[config.mk]
export PLATFORM = sky130hd
export DESIGN_NAME = fetch_unit
export DESIGN_NICKNAME = d
export VERILOG_FILES = /design/src/rtl/fetch_unit_pkg.sv /design/src/rtl/fetch_unit_pc_next_mux.sv /design/src/rtl/fetch_unit.sv
export SDC_FILE = /design/constraint.sdc
export NUM_CORES = 1
export LEC_CHECK = 0
export ABC_CLOCK_PERIOD_IN_PS = 2700
export BUFFER_PORTS_ARGS = -buffer_cell sky130_fd_sc_hd__buf_2
export CAP_MARGIN = 15
export CORE_AREA = 2 2 144 146
export CTS_BUF_LIST = sky130_fd_sc_hd__clkbuf_4 sky130_fd_sc_hd__clkbuf_8
export DETAILED_ROUTE_END_ITERATION = 7
export DIE_AREA = 0 0 146 148
export PLACE_DENSITY_LB_ADDON = 0.25
export SLEW_MARGIN = 20
export SYNTH_ARGS = -nofsm -noshare
export SYNTH_HDL_FRONTEND = slang
export SYNTH_SLANG_ARGS = --single-unit
export TNS_END_PERCENT = 20
[constraint.sdc]
create_clock -name clk -period 2.7 [get_ports clk]
set_input_delay 0.135 -clock clk [delete_from_list [all_inputs] [get_ports clk]]
set_output_delay 0.135 -clock clk [all_outputs]
set_load 0.1 [all_outputs]
[src/rtl/fetch_unit_pkg.sv]
// Shared types and constants for the instruction fetch unit and its next-PC mux.
package fetch_unit_pkg;

   typedef enum logic [1:0] {
      PC_PLUS4  = 2'b00,
      PC_BRANCH = 2'b01,
      PC_JALR   = 2'b10
   } pc_sel_t;

   typedef enum logic [1:0] {
      FETCH_REQ  = 2'b00,
      FETCH_WAIT = 2'b01,
      HOLD       = 2'b10,
      FAULT      = 2'b11
   } fetch_state_t;

   localparam logic [31:0] NOP_INSTR = 32'h0000_0013;

   function automatic logic pc_misaligned(input logic [31:0] pc);
      return (pc[1:0] != 2'b00);
   endfunction

endpackage

[src/rtl/fetch_unit_pc_next_mux.sv]
// Combinational next-PC selection plus word-alignment check; holds no state.
module pc_next_mux
   import fetch_unit_pkg::*;
(
   input  logic [1:0]  pc_select,
   input  logic [31:0] inst_pc,
   input  logic [31:0] branch_target,
   input  logic [31:0] jalr_target,
   output logic [31:0] next_pc,
   output logic        misaligned
);

   // Select the next PC; the reserved encoding 2'b11 falls through to sequential flow.
   always_comb begin
      next_pc = inst_pc + 32'd4;
      case (pc_select)
         PC_BRANCH: next_pc = branch_target;
         PC_JALR:   next_pc = {jalr_target[31:1], 1'b0};
         PC_PLUS4:  next_pc = inst_pc + 32'd4;
         default:   next_pc = inst_pc + 32'd4;
      endcase
      misaligned = pc_misaligned(next_pc);
   end

endmodule

[src/rtl/fetch_unit.sv]
// Single-outstanding instruction fetch unit: request, wait for data, hold for decode,
// then redirect the PC; a misaligned redirect parks the unit in FAULT until reset.
module fetch_unit
   import fetch_unit_pkg::*;
#(
   parameter logic [31:0] RESET_PC = 32'h0000_0000
) (
   input  logic        clk,
   input  logic        rst,
   input  logic [1:0]  pc_select,
   input  logic [31:0] branch_target,
   input  logic [31:0] jalr_target,
   output logic        imem_req,
   output logic [31:0] imem_addr,
   input  logic        imem_gnt,
   input  logic        imem_rvalid,
   input  logic [31:0] imem_rdata,
   output logic [31:0] instruction,
   output logic [31:0] inst_pc,
   output logic        inst_valid,
   input  logic        inst_ready,
   output logic        fetch_fault
);

   fetch_state_t state_q, state_d;
   logic [31:0]  pc_q, pc_d;
   logic [31:0]  instr_q, instr_d;
   logic [31:0]  inst_pc_q, inst_pc_d;
   logic         imem_req_q, imem_req_d;
   logic         inst_valid_q, inst_valid_d;
   logic         fault_q, fault_d;
   logic [31:0]  next_pc;
   logic         next_misaligned;

   pc_next_mux u_pc_next_mux (
      .pc_select     (pc_select),
      .inst_pc       (inst_pc_q),
      .branch_target (branch_target),
      .jalr_target   (jalr_target),
      .next_pc       (next_pc),
      .misaligned    (next_misaligned)
   );

   // Next-state logic; outputs are registered from the next state so they stay glitch-free.
   always_comb begin
      state_d   = state_q;
      pc_d      = pc_q;
      instr_d   = instr_q;
      inst_pc_d = inst_pc_q;
      case (state_q)
         FETCH_REQ: begin
            // imem_req_q gating keeps the first post-reset cycle from consuming a grant.
            if (imem_req_q && imem_gnt) begin
               state_d = FETCH_WAIT;
            end else begin
               state_d = FETCH_REQ;
            end
         end
         FETCH_WAIT: begin
            if (imem_rvalid) begin
               instr_d   = imem_rdata;
               inst_pc_d = pc_q;
               state_d   = HOLD;
            end else begin
               state_d = FETCH_WAIT;
            end
         end
         HOLD: begin
            if (inst_valid_q && inst_ready) begin
               if (next_misaligned) begin
                  state_d = FAULT;
               end else begin
                  state_d = FETCH_REQ;
                  pc_d    = next_pc;
               end
            end else begin
               state_d = HOLD;
            end
         end
         FAULT:   state_d = FAULT;
         default: state_d = FAULT;
      endcase
      imem_req_d   = (state_d == FETCH_REQ);
      inst_valid_d = (state_d == HOLD);
      fault_d      = (state_d == FAULT);
   end

   // State and output registers with asynchronous reset back to the first fetch.
   always_ff @(posedge clk or posedge rst) begin
      if (rst) begin
         state_q      <= FETCH_REQ;
         pc_q         <= RESET_PC;
         instr_q      <= NOP_INSTR;
         inst_pc_q    <= RESET_PC;
         imem_req_q   <= 1'b0;
         inst_valid_q <= 1'b0;
         fault_q      <= 1'b0;
      end else begin
         state_q      <= state_d;
         pc_q         <= pc_d;
         instr_q      <= instr_d;
         inst_pc_q    <= inst_pc_d;
         imem_req_q   <= imem_req_d;
         inst_valid_q <= inst_valid_d;
         fault_q      <= fault_d;
      end
   end

   assign imem_req    = imem_req_q;
   assign imem_addr   = pc_q;
   assign instruction = instr_q;
   assign inst_pc     = inst_pc_q;
   assign inst_valid  = inst_valid_q;
   assign fetch_fault = fault_q;

endmodule

==> out/metrics.cfg, run 1 <==
[run_status]
status = finished, final reports clean

[setup_path]
cp.depth = 5
crit_path_max_fanout = 11
critPathCaptureType = register
path_delay_family = simple AND/OR/NAND/NOR gates
cp-startpoint = inst_pc[10]
crit_type = reg2reg
reg2reg_from = inst_pc[10]
worstPathArrival_ps = 2550
r2r_slack_ps = 470
critical_path.slowest_cell = or4_1
crit_buf_inv = 0
r2r_cells = 5
start_kind = register
timing.rr.end = imem_addr[25]
worst_path_largest_cell_delay_ps = 650
worstPathCellList = and3_1 > nand4_1 > or4_1 > a31oi_1 > mux2_2
endpoint = imem_addr[25]
crit_required_ps = 3030

[floorplan]
fp.dieW_um = 146
chipHeight_um = 148
io-pin-count = 202
initial_core_util_pct = 24.5
core_sq_um = 20000
rows = 52
die_area_sq_um = 21600

[cts]
htreeDepth = 3
cts_root_buffer = clkbuf_8
clkLatencyLatePin_ps = 380
cts_resized = 0
cts_sinks = 101
clock_path_buffers = 2
cts_hold_buf = 33
clkSlewWorstSetupHoldPaths_ps = 100
numCtsBuffers = 9
cts_tree = yes
post-cts-setup-buffer-count = 0

[layout]
nets = 739
final_common_cell = buf_2
syn2layout_area_growth_pct = 37.8
register_area_sq_um = 2530
final.fill_count = 2088
drive_gt1_share_pct = 49.1
final_cell_mix = buf_2, dfrtp_1, mux2_2
multiInputGateArea_sq_um = 2210

[global_route]
grt_overflow_total = 0
antenna_found_initial = 3
grt_pass1_vias = 4236
grt_max_degree = 102
grt_usage_pct = 14.6
grt_pass1_wl_um = 24400

[placement]
place_hpwl_um = 11300
place.port_buffers = 200
gp_congestion = 0.777

[yosys]
synth_top_family_by_area = multiplexers
avgSynthCellArea_sq_um = 12.0
synthXorXnorAreaFrac_pct = 3.75
syn-instance-count = 409
synth_top_area_cell = dfrtp_1
synthAdderAreaFrac_pct = 0.764
synth.distinct_cells = 46
synth-async-reset-ratio_pct = 100
synth-compound-area-share_pct = 13.9
ys_ff_latch = 101
yosysSeqAreaShare_pct = 51.5
muxShareOfSynthArea_pct = 15.6
synth_ff_type = dfrtp_1
yosysTopAreaCellShare_pct = 49.9
synth_fp_nets = 515
yosys_warnings = 0
synth-simple-area-share_pct = 11.0
synth_area_leaders = dfrtp_1, mux2_2, a221oi_1
synth_edf_count = 0
synth_area_sq_um = 4910

[job]
maxCapViolCount = 0

[sta]
clock_skew_ps = 11.9
fmax_mhz = 449
rsz0062_at_grt = no
tns_ps = 0
setup-violations-final = 0
slew_headroom_pct = 59.5
slew_violations = 0
hold_viol = 0
tightest_slew_ps = 608
timing.final.crit_share_pct = 82.5
layout_min_cycle_time_ps = 2230

[routing]
ant_nets = 0
wl_per_cell_um = 17.4
wl_um = 15900
drcViolationCount = 0
vias_per_cell = 4.67
drt_iter0_markers = 159
dr.pass1.iters = 4
dr_total_vias = 4253

[hold_path]
hp-class = in2reg

-- through the flow --
| step | worst slack, ps | hold WS [ps] | cell area, sq um | utilization, % | cells |
|---|---|---|---|---|---|
| after floorplan | 140 | 286 | 4910 | - | 409 |
| after global placement | 456 | 344 | 6210 | 31.0 | 859 |
| after detailed placement | 415 | 367 | 6210 | 31.0 | 859 |
| after CTS | 488 | 38.9 | 6760 | 33.7 | 908 |
| after global routing | 371 | 70.4 | 6770 | 33.8 | 910 |
| final | 471 | 65.5 | 6770 | 33.8 | 910 |
-- synthesized netlist by cell type, types with 2 or more instances --
master     n
clkbuf_1  16
a21o_1    10
o221a_2    5
a21oi_1    5
a22oi_1    8
buf_6      3
xor2_1    17
and2_1     5
inv_1      4
mux2_2    67
dfrtp_1   98
xnor2_1    4
nor3_1    10
nand2b_1   2
a211oi_1  11
o21ai_0    7
or4_1      2
nand4_1    8
o31ai_1    2
nor4_2     3
o211ai_1   2
buf_2     11
ha_1       3
and3_1     2
or3_1      6
nand2_1   24
nand3_1    9
a31oi_1    5
dfstp_2    3
a221o_1    6
and4_1     5
nor2_1     9
a221oi_1  22
o21ai_1    3
-- area by class of cell --
cell class	count	area share (%)
Sequential cell	101	37.4
Clock inverter	5	1.24
Tap cell	270	4.99
Antenna cell	2	0.0740
Timing Repair Buffer	244	21.3
Inverter	4	0.277
Multi-Input combinational cell	273	32.7
Clock buffer	11	2.05
-- logic make-up (layout without fill, tap and decap cells) --
family / after synthesis / after routing
compound gates: 88 / 88
xor+xnor: 21 / 21
flops: 101 / 101
buf+inv: 35 / 264
other cells: 0 / 2
simple gates: 93 / 93
fa+ha+maj: 3 / 3
mux: 68 / 68
-- worst register-to-register path, stage by stage, from the launching register on --
cell and delay [ps]:
dfrtp_1 460, and3_1 230, nand4_1 470, or4_1 660, a31oi_1 200, mux2_2 170
-- how the worst min path moves through the flow --
stage | startpoint | end | depth (start not counted)
3_3_place_gp | rst | instruction[11] | 3
5_1_grt | imem_gnt | imem_req | 4
4_1_cts | imem_gnt | imem_req | 4
6_report | imem_gnt | imem_req | 4
2_1_floorplan | imem_rdata[10] | instruction[10] | 1
3_5_place_dp | rst | instruction[13] | 3
-- layer usage --
metal,GRT usage (%),up-vias,share of wire (%)
met5,0,-,0.082
met4,6.36,2,2.8
met2,23.3,149,46
met1,19.3,2084,45
met3,2.87,25,5.5
li1,-,1993,-
-- flip-flops by register name (all words and copies together), names as in the netlist --
name,cells
instruction,32
inst_pc,32
state_q,2
imem_addr,32
imem_req,1
inst_valid,1
fetch_fault,1
Power of run 1 is left out: the tool's default activity adds up to more than one toggle a clock period on the data nets, which glitch-free logic cannot reach.
==> inputs of run 2 (changes only) <==
--- a/config.mk
+++ b/config.mk
@@ -5,7 +5,7 @@
 export SDC_FILE = /design/constraint.sdc
 export NUM_CORES = 1
 export LEC_CHECK = 0
-export ABC_CLOCK_PERIOD_IN_PS = 2700
+export ABC_CLOCK_PERIOD_IN_PS = 2000
 export BUFFER_PORTS_ARGS = -buffer_cell sky130_fd_sc_hd__buf_2
 export CAP_MARGIN = 15
 export CORE_AREA = 2 2 144 146
==> constraint.sdc (replaced) <==
create_clock -name clk -period 2 [get_ports clk]
set_input_delay 0.1 -clock clk [delete_from_list [all_inputs] [get_ports clk]]
set_output_delay 0.1 -clock clk [all_outputs]
set_load 0.1 [all_outputs]
==> run 2 against run 1 <==
Wire length rose by 4.4%. Clock skew is 6.5 ps higher. Cell count rose by 3.8%. Fmax up 17%. Die area did not move. Register-to-register slack got worse by 370 ps. Core utilization is 1.2 points higher. First-iteration DRC count up 13%. Critical endpoint unchanged. Highest routed layer unchanged.
==> out/metrics.cfg, run 2 (synthesis gave the netlist of run 1 again) <==
[sta]
slew_violations = 0  ; unchanged
hold_viol = 0  ; unchanged
rsz0062_at_grt = yes
clock_skew_ps = 18.4  ; +6.47 ps
fmax_mhz = 526  ; +17%
layout_min_cycle_time_ps = 1900  ; -329 ps
timing.final.crit_share_pct = 95.0  ; +12 points
slew_headroom_pct = 61.9  ; +2.4 points
setup-violations-final = 0  ; unchanged
tightest_slew_ps = 571  ; -36.6 ps

[setup_path]
critPathCaptureType = register
crit_path_max_fanout = 9  ; -2
crit_required_ps = 2340  ; -690 ps
worstPathArrival_ps = 2240  ; -310 ps
start_kind = register
crit_type = reg2reg

[routing]
drt_iter0_markers = 179  ; +13%
drcViolationCount = 0  ; unchanged
wl_um = 16600  ; +4.4%
wl_per_cell_um = 17.5  ; +0.54%
ant_nets = 0  ; unchanged
vias_per_cell = 4.59  ; -1.8%
dr.pass1.iters = 4  ; unchanged
dr_total_vias = 4337  ; +2.0%

[placement]
place.port_buffers = 200  ; unchanged
place_hpwl_um = 11700  ; +4.2%
place_area_sq_um = 6460  ; +4.1%
gp_congestion = 0.760  ; -2.2%
place_inst = 893  ; +4.0%

[cts]
cts_root_buffer = clkbuf_8
htreeDepth = 3  ; unchanged
clkSlewWorstSetupHoldPaths_ps = 120  ; +20 ps
numCtsBuffers = 9  ; unchanged
clkLatencyLatePin_ps = 390  ; about the same
cts_tree = yes
clock_path_buffers = 2  ; unchanged
cts_sinks = 101  ; unchanged

[layout]
drive_gt1_share_pct = 51.9  ; +2.9 points
fin_cells = 945  ; +3.8%
final_area_sq_um = 7010  ; +3.7%
nets = 775  ; +4.9%
final_common_cell = buf_2
final_cell_mix = buf_2, dfrtp_1, mux2_2
syn2layout_area_growth_pct = 42.8

[floorplan]
io-pin-count = 202  ; unchanged
core_sq_um = 20000  ; unchanged
fp.dieW_um = 146  ; unchanged
die_area_sq_um = 21600  ; unchanged
rows = 52  ; unchanged
chipHeight_um = 148  ; unchanged
initial_core_util_pct = 24.5  ; unchanged

[global_route]
grt_usage_pct = 15.4  ; +0.79 points
grt_max_degree = 102  ; unchanged
grt_overflow_total = 0  ; unchanged
grt_pass1_wl_um = 25800  ; +5.8%
antenna_found_initial = 2  ; -1
grt_pass1_vias = 4588  ; +8.3%

[hold_path]
hp-class = in2reg

[job]
maxCapViolCount = 0  ; unchanged

[run_status]
status = finished, final reports clean

[run 2: changes by cell type in the layout (fill, tap and decap cells not counted), moves of 2 or more]
cell        before  now
buf_4            9   43
bufinv_16        2    0
clkbuf_4         2    0
clkinv_4         0    3
clkinvlp_4       3    1
inv_6            1    3
[run 2: path summary, 6_finish.rpt]
kind	slack [ps]	cells after the start	start	endpoint
max in group asynchronous	1160	4	rst	inst_pc[15]
min in group asynchronous	410	4	rst	instruction[13]
hold reg to reg	510	1	imem_addr[12]	imem_addr[12]
setup / recovery	100	5	inst_pc[5]	imem_addr[25]
setup reg to reg	100	5	inst_pc[5]	imem_addr[25]
hold / removal	40	4	imem_gnt	imem_req
[run 2: what timing repair did]
| item | in CTS | in global routing |
|---|---|---|
| hold endpoints to repair | 131 | 0 |
| hold buffers | 34 | 0 |
| resized for setup | 0 | 3 |
| endpoints found under the setup margin | 0 | 9 |
| buffers inserted | 0 | 1 |
[run 2: worst max-delay path: stages (launching register included)]
cell     delay [ps]
dfrtp_1         420
and4_1          270
nand3_2         250
or4_1           560
a31oi_1         190
mux2_2          170
[run 2: final cells by class]
cell class / count / area, sq um
fillers: 2093 / 13000
flip-flops and latches: 101 / 2530
multi-input cells: 273 / 2220
repair buffers: 280 / 1720
well taps: 270 / 338
clock buffers: 10 / 138
clock inverters: 6 / 52.6
inverters: 4 / 18.8
diodes: 1 / 2.50
[run 2: metrics by stage]
stage	hold WS, ps	setup slack [ps]	util, %	TNS (ps)
finish	44.1	100	35.0	0
global route	40.2	1.89	35.0	0
detailed placement	318	2.00	32.2	0
floorplan	251	-560	-	-10190
global placement	313	33.4	32.2	0
CTS	11.2	27.5	34.9	0
[run 2: layer usage]
metal / GRT usage, % / vias to the layer above / share of wire, %
li1: - / 2065 / -
met1: 19.8 / 2122 / 45
met2: 25.9 / 128 / 49
met3: 2.78 / 20 / 4.5
met4: 5.68 / 2 / 1.8
met5: 0 / - / 0.078
Power of run 2 is left out for the same reason.
==> inputs of run 3 (changes only) <==
--- a/config.mk
+++ b/config.mk
@@ -5,11 +5,11 @@
 export SDC_FILE = /design/constraint.sdc
 export NUM_CORES = 1
 export LEC_CHECK = 0
-export ABC_CLOCK_PERIOD_IN_PS = 2000
+export ABC_CLOCK_PERIOD_IN_PS = 2090
 export BUFFER_PORTS_ARGS = -buffer_cell sky130_fd_sc_hd__buf_2
 export CAP_MARGIN = 15
 export CORE_AREA = 2 2 144 146
-export CTS_BUF_LIST = sky130_fd_sc_hd__clkbuf_4 sky130_fd_sc_hd__clkbuf_8
+export CTS_BUF_LIST = sky130_fd_sc_hd__clkbuf_4
 export DETAILED_ROUTE_END_ITERATION = 7
 export DIE_AREA = 0 0 146 148
 export PLACE_DENSITY_LB_ADDON = 0.25
==> constraint.sdc (replaced) <==
create_clock -name clk -period 2.09 [get_ports clk]
set_input_delay 0.418 -clock clk [delete_from_list [all_inputs] [get_ports clk]]
set_output_delay 0.418 -clock clk [all_outputs]
set_load 0.1 [all_outputs]
==> run 3 against run 2 <==
Critical path depth grew 2. Count of clock-buffer cells in the layout is the same. Sequential share of layout area grew 2.1 points. Setup slack improved by 36 ps.
==> out/metrics.cfg, run 3 (synthesis gave the netlist of run 1 again) <==
[run_status]
status = finished, final reports clean

[sta]
slew_headroom_pct = 38.3  ; -24 points
fmax_mhz = 512  ; -2.7%
slew_violations = 0  ; unchanged
timing.final.crit_share_pct = 93.5  ; -1.5 points
clock_skew_ps = 29.8  ; +11.4 ps
tightest_slew_ps = 926  ; +355 ps
rsz0062_at_grt = no
hold_viol = 0  ; unchanged
setup-violations-final = 0  ; unchanged
hold-worst-slack_ps = 129  ; +84.5 ps
layout_min_cycle_time_ps = 1950  ; +53.6 ps

[global_route]
grt_max_degree = 66  ; -35%
antenna_found_initial = 2  ; unchanged
grt_usage_pct = 15.1  ; -0.25 points
grt_pass1_wl_um = 25200  ; -2.4%
grt_overflow_total = 0  ; unchanged
grt_pass1_vias = 4382  ; -4.5%

[layout]
drive_gt1_share_pct = 54.2  ; +2.3 points
final_common_cell = buf_2
nets = 739  ; -4.6%
fin_util_pct = 33.1  ; -1.9 points
syn2layout_area_growth_pct = 35.0
final_area_sq_um = 6630  ; -5.5%
final_cell_mix = buf_2, dfrtp_1, mux2_2
final.fill_count = 2114  ; +1.0%

[setup_path]
worstPathCellList = ha_1 > and4_1 > buf_4 > nand4_1 > or3_1 > a31o_1 > o21ai_1
path_delay_family = simple AND/OR/NAND/NOR gates
crit_type = reg2reg
crit_required_ps = 2540  ; +200 ps
start_kind = register
worst_path_largest_cell_delay_ps = 440  ; -120 ps
crit_path_max_fanout = 6  ; -3
crit_buf_inv = 1  ; +1
worstPathArrival_ps = 2410  ; +170 ps
critical_path.slowest_cell = dfrtp_1
critPathCaptureType = register

[cts]
cts_tree = yes
cts_sinks = 101  ; unchanged
clkSlewWorstSetupHoldPaths_ps = 180  ; +60 ps
clock_path_buffers = 2  ; unchanged
clkLatencyLatePin_ps = 500  ; +110 ps
cts_root_buffer = clkbuf_4
numCtsBuffers = 9  ; unchanged
htreeDepth = 3  ; unchanged

[routing]
drcViolationCount = 0  ; unchanged
wl_um = 16200  ; -2.4%
ant_nets = 0  ; unchanged
dr.pass1.iters = 4  ; unchanged
dr_total_vias = 4224  ; -2.6%
vias_per_cell = 4.65  ; +1.3%
drt_iter0_markers = 235  ; +31%
wl_per_cell_um = 17.8  ; +1.4%

[floorplan]
chipHeight_um = 148  ; unchanged
core_sq_um = 20000  ; unchanged
initial_core_util_pct = 24.5  ; unchanged
io-pin-count = 202  ; unchanged
rows = 52  ; unchanged
die_area_sq_um = 21600  ; unchanged
fp.dieW_um = 146  ; unchanged

[placement]
place_area_sq_um = 6420  ; -0.62%
place_hpwl_um = 12000  ; +2.5%
place.port_buffers = 200  ; unchanged
gp_congestion = 0.779  ; +2.6%

[hold_path]
hp-class = in2reg

[job]
maxCapViolCount = 0  ; unchanged

[run 3: changes by cell type in the layout (fill, tap and decap cells not counted), sizes merged]
cell,delta
dlygate4sd3,-33
buf,-3
bufinv,+3
clkinv,-2
inv,-2
clkinvlp,+1
[run 3: cell type report]
cell class              count  area (sq um)  share of cell area (%)
clock buffers              10          75.1                    1.13
flip-flops and latches    101          2530                    38.2
multi-input cells         273          2220                    33.5
clock inverters             6           111                    1.68
diodes                      1          2.50                  0.0377
inverters                   4          18.8                   0.283
well taps                 270           338                    5.09
repair buffers            244          1330                    20.1
[run 3: path summary, 6_finish.rpt]
check / startpoint / endpoint / slack [ps] / cells after the start
worst max-delay path: inst_pc[2] / imem_addr[26] / 140 / 7
worst min-delay path: imem_rdata[6] / instruction[6] / 130 / 2
worst max register to register: inst_pc[2] / imem_addr[26] / 140 / 7
worst min register to register: imem_addr[12] / imem_addr[12] / 510 / 1
max in group asynchronous: rst / imem_addr[12] / 1050 / 4
min in group asynchronous: rst / instruction[15] / 340 / 3
[run 3: metrics by stage]
step | cells | TNS, ps | setup slack [ps]
3_3_place_gp | 891 | -2300 | -164
3_5_place_dp | 891 | -3510 | -210
4_1_cts | 908 | 0 | 88.5
6_report | 909 | 0 | 137
2_1_floorplan | 409 | -7310 | -470
5_1_grt | 909 | 0 | 54.1
[run 3: per-layer routing]
metal / up-vias / track usage [%] / share of wire (%)
met5: - / 0 / 0.080
met4: 2 / 5.00 / 1.6
met3: 15 / 4.17 / 6.9
met2: 142 / 24.1 / 47
met1: 2080 / 20.0 / 44
li1: 1985 / - / -
[run 3: what timing repair did]
item,CTS,global route
hold endpoints to repair,2,0
endpoints found under the setup margin,0,2
setup buffers,0,0
hold buffers,1,0
gates resized for setup,0,2
Power of run 3 is left out for the same reason.
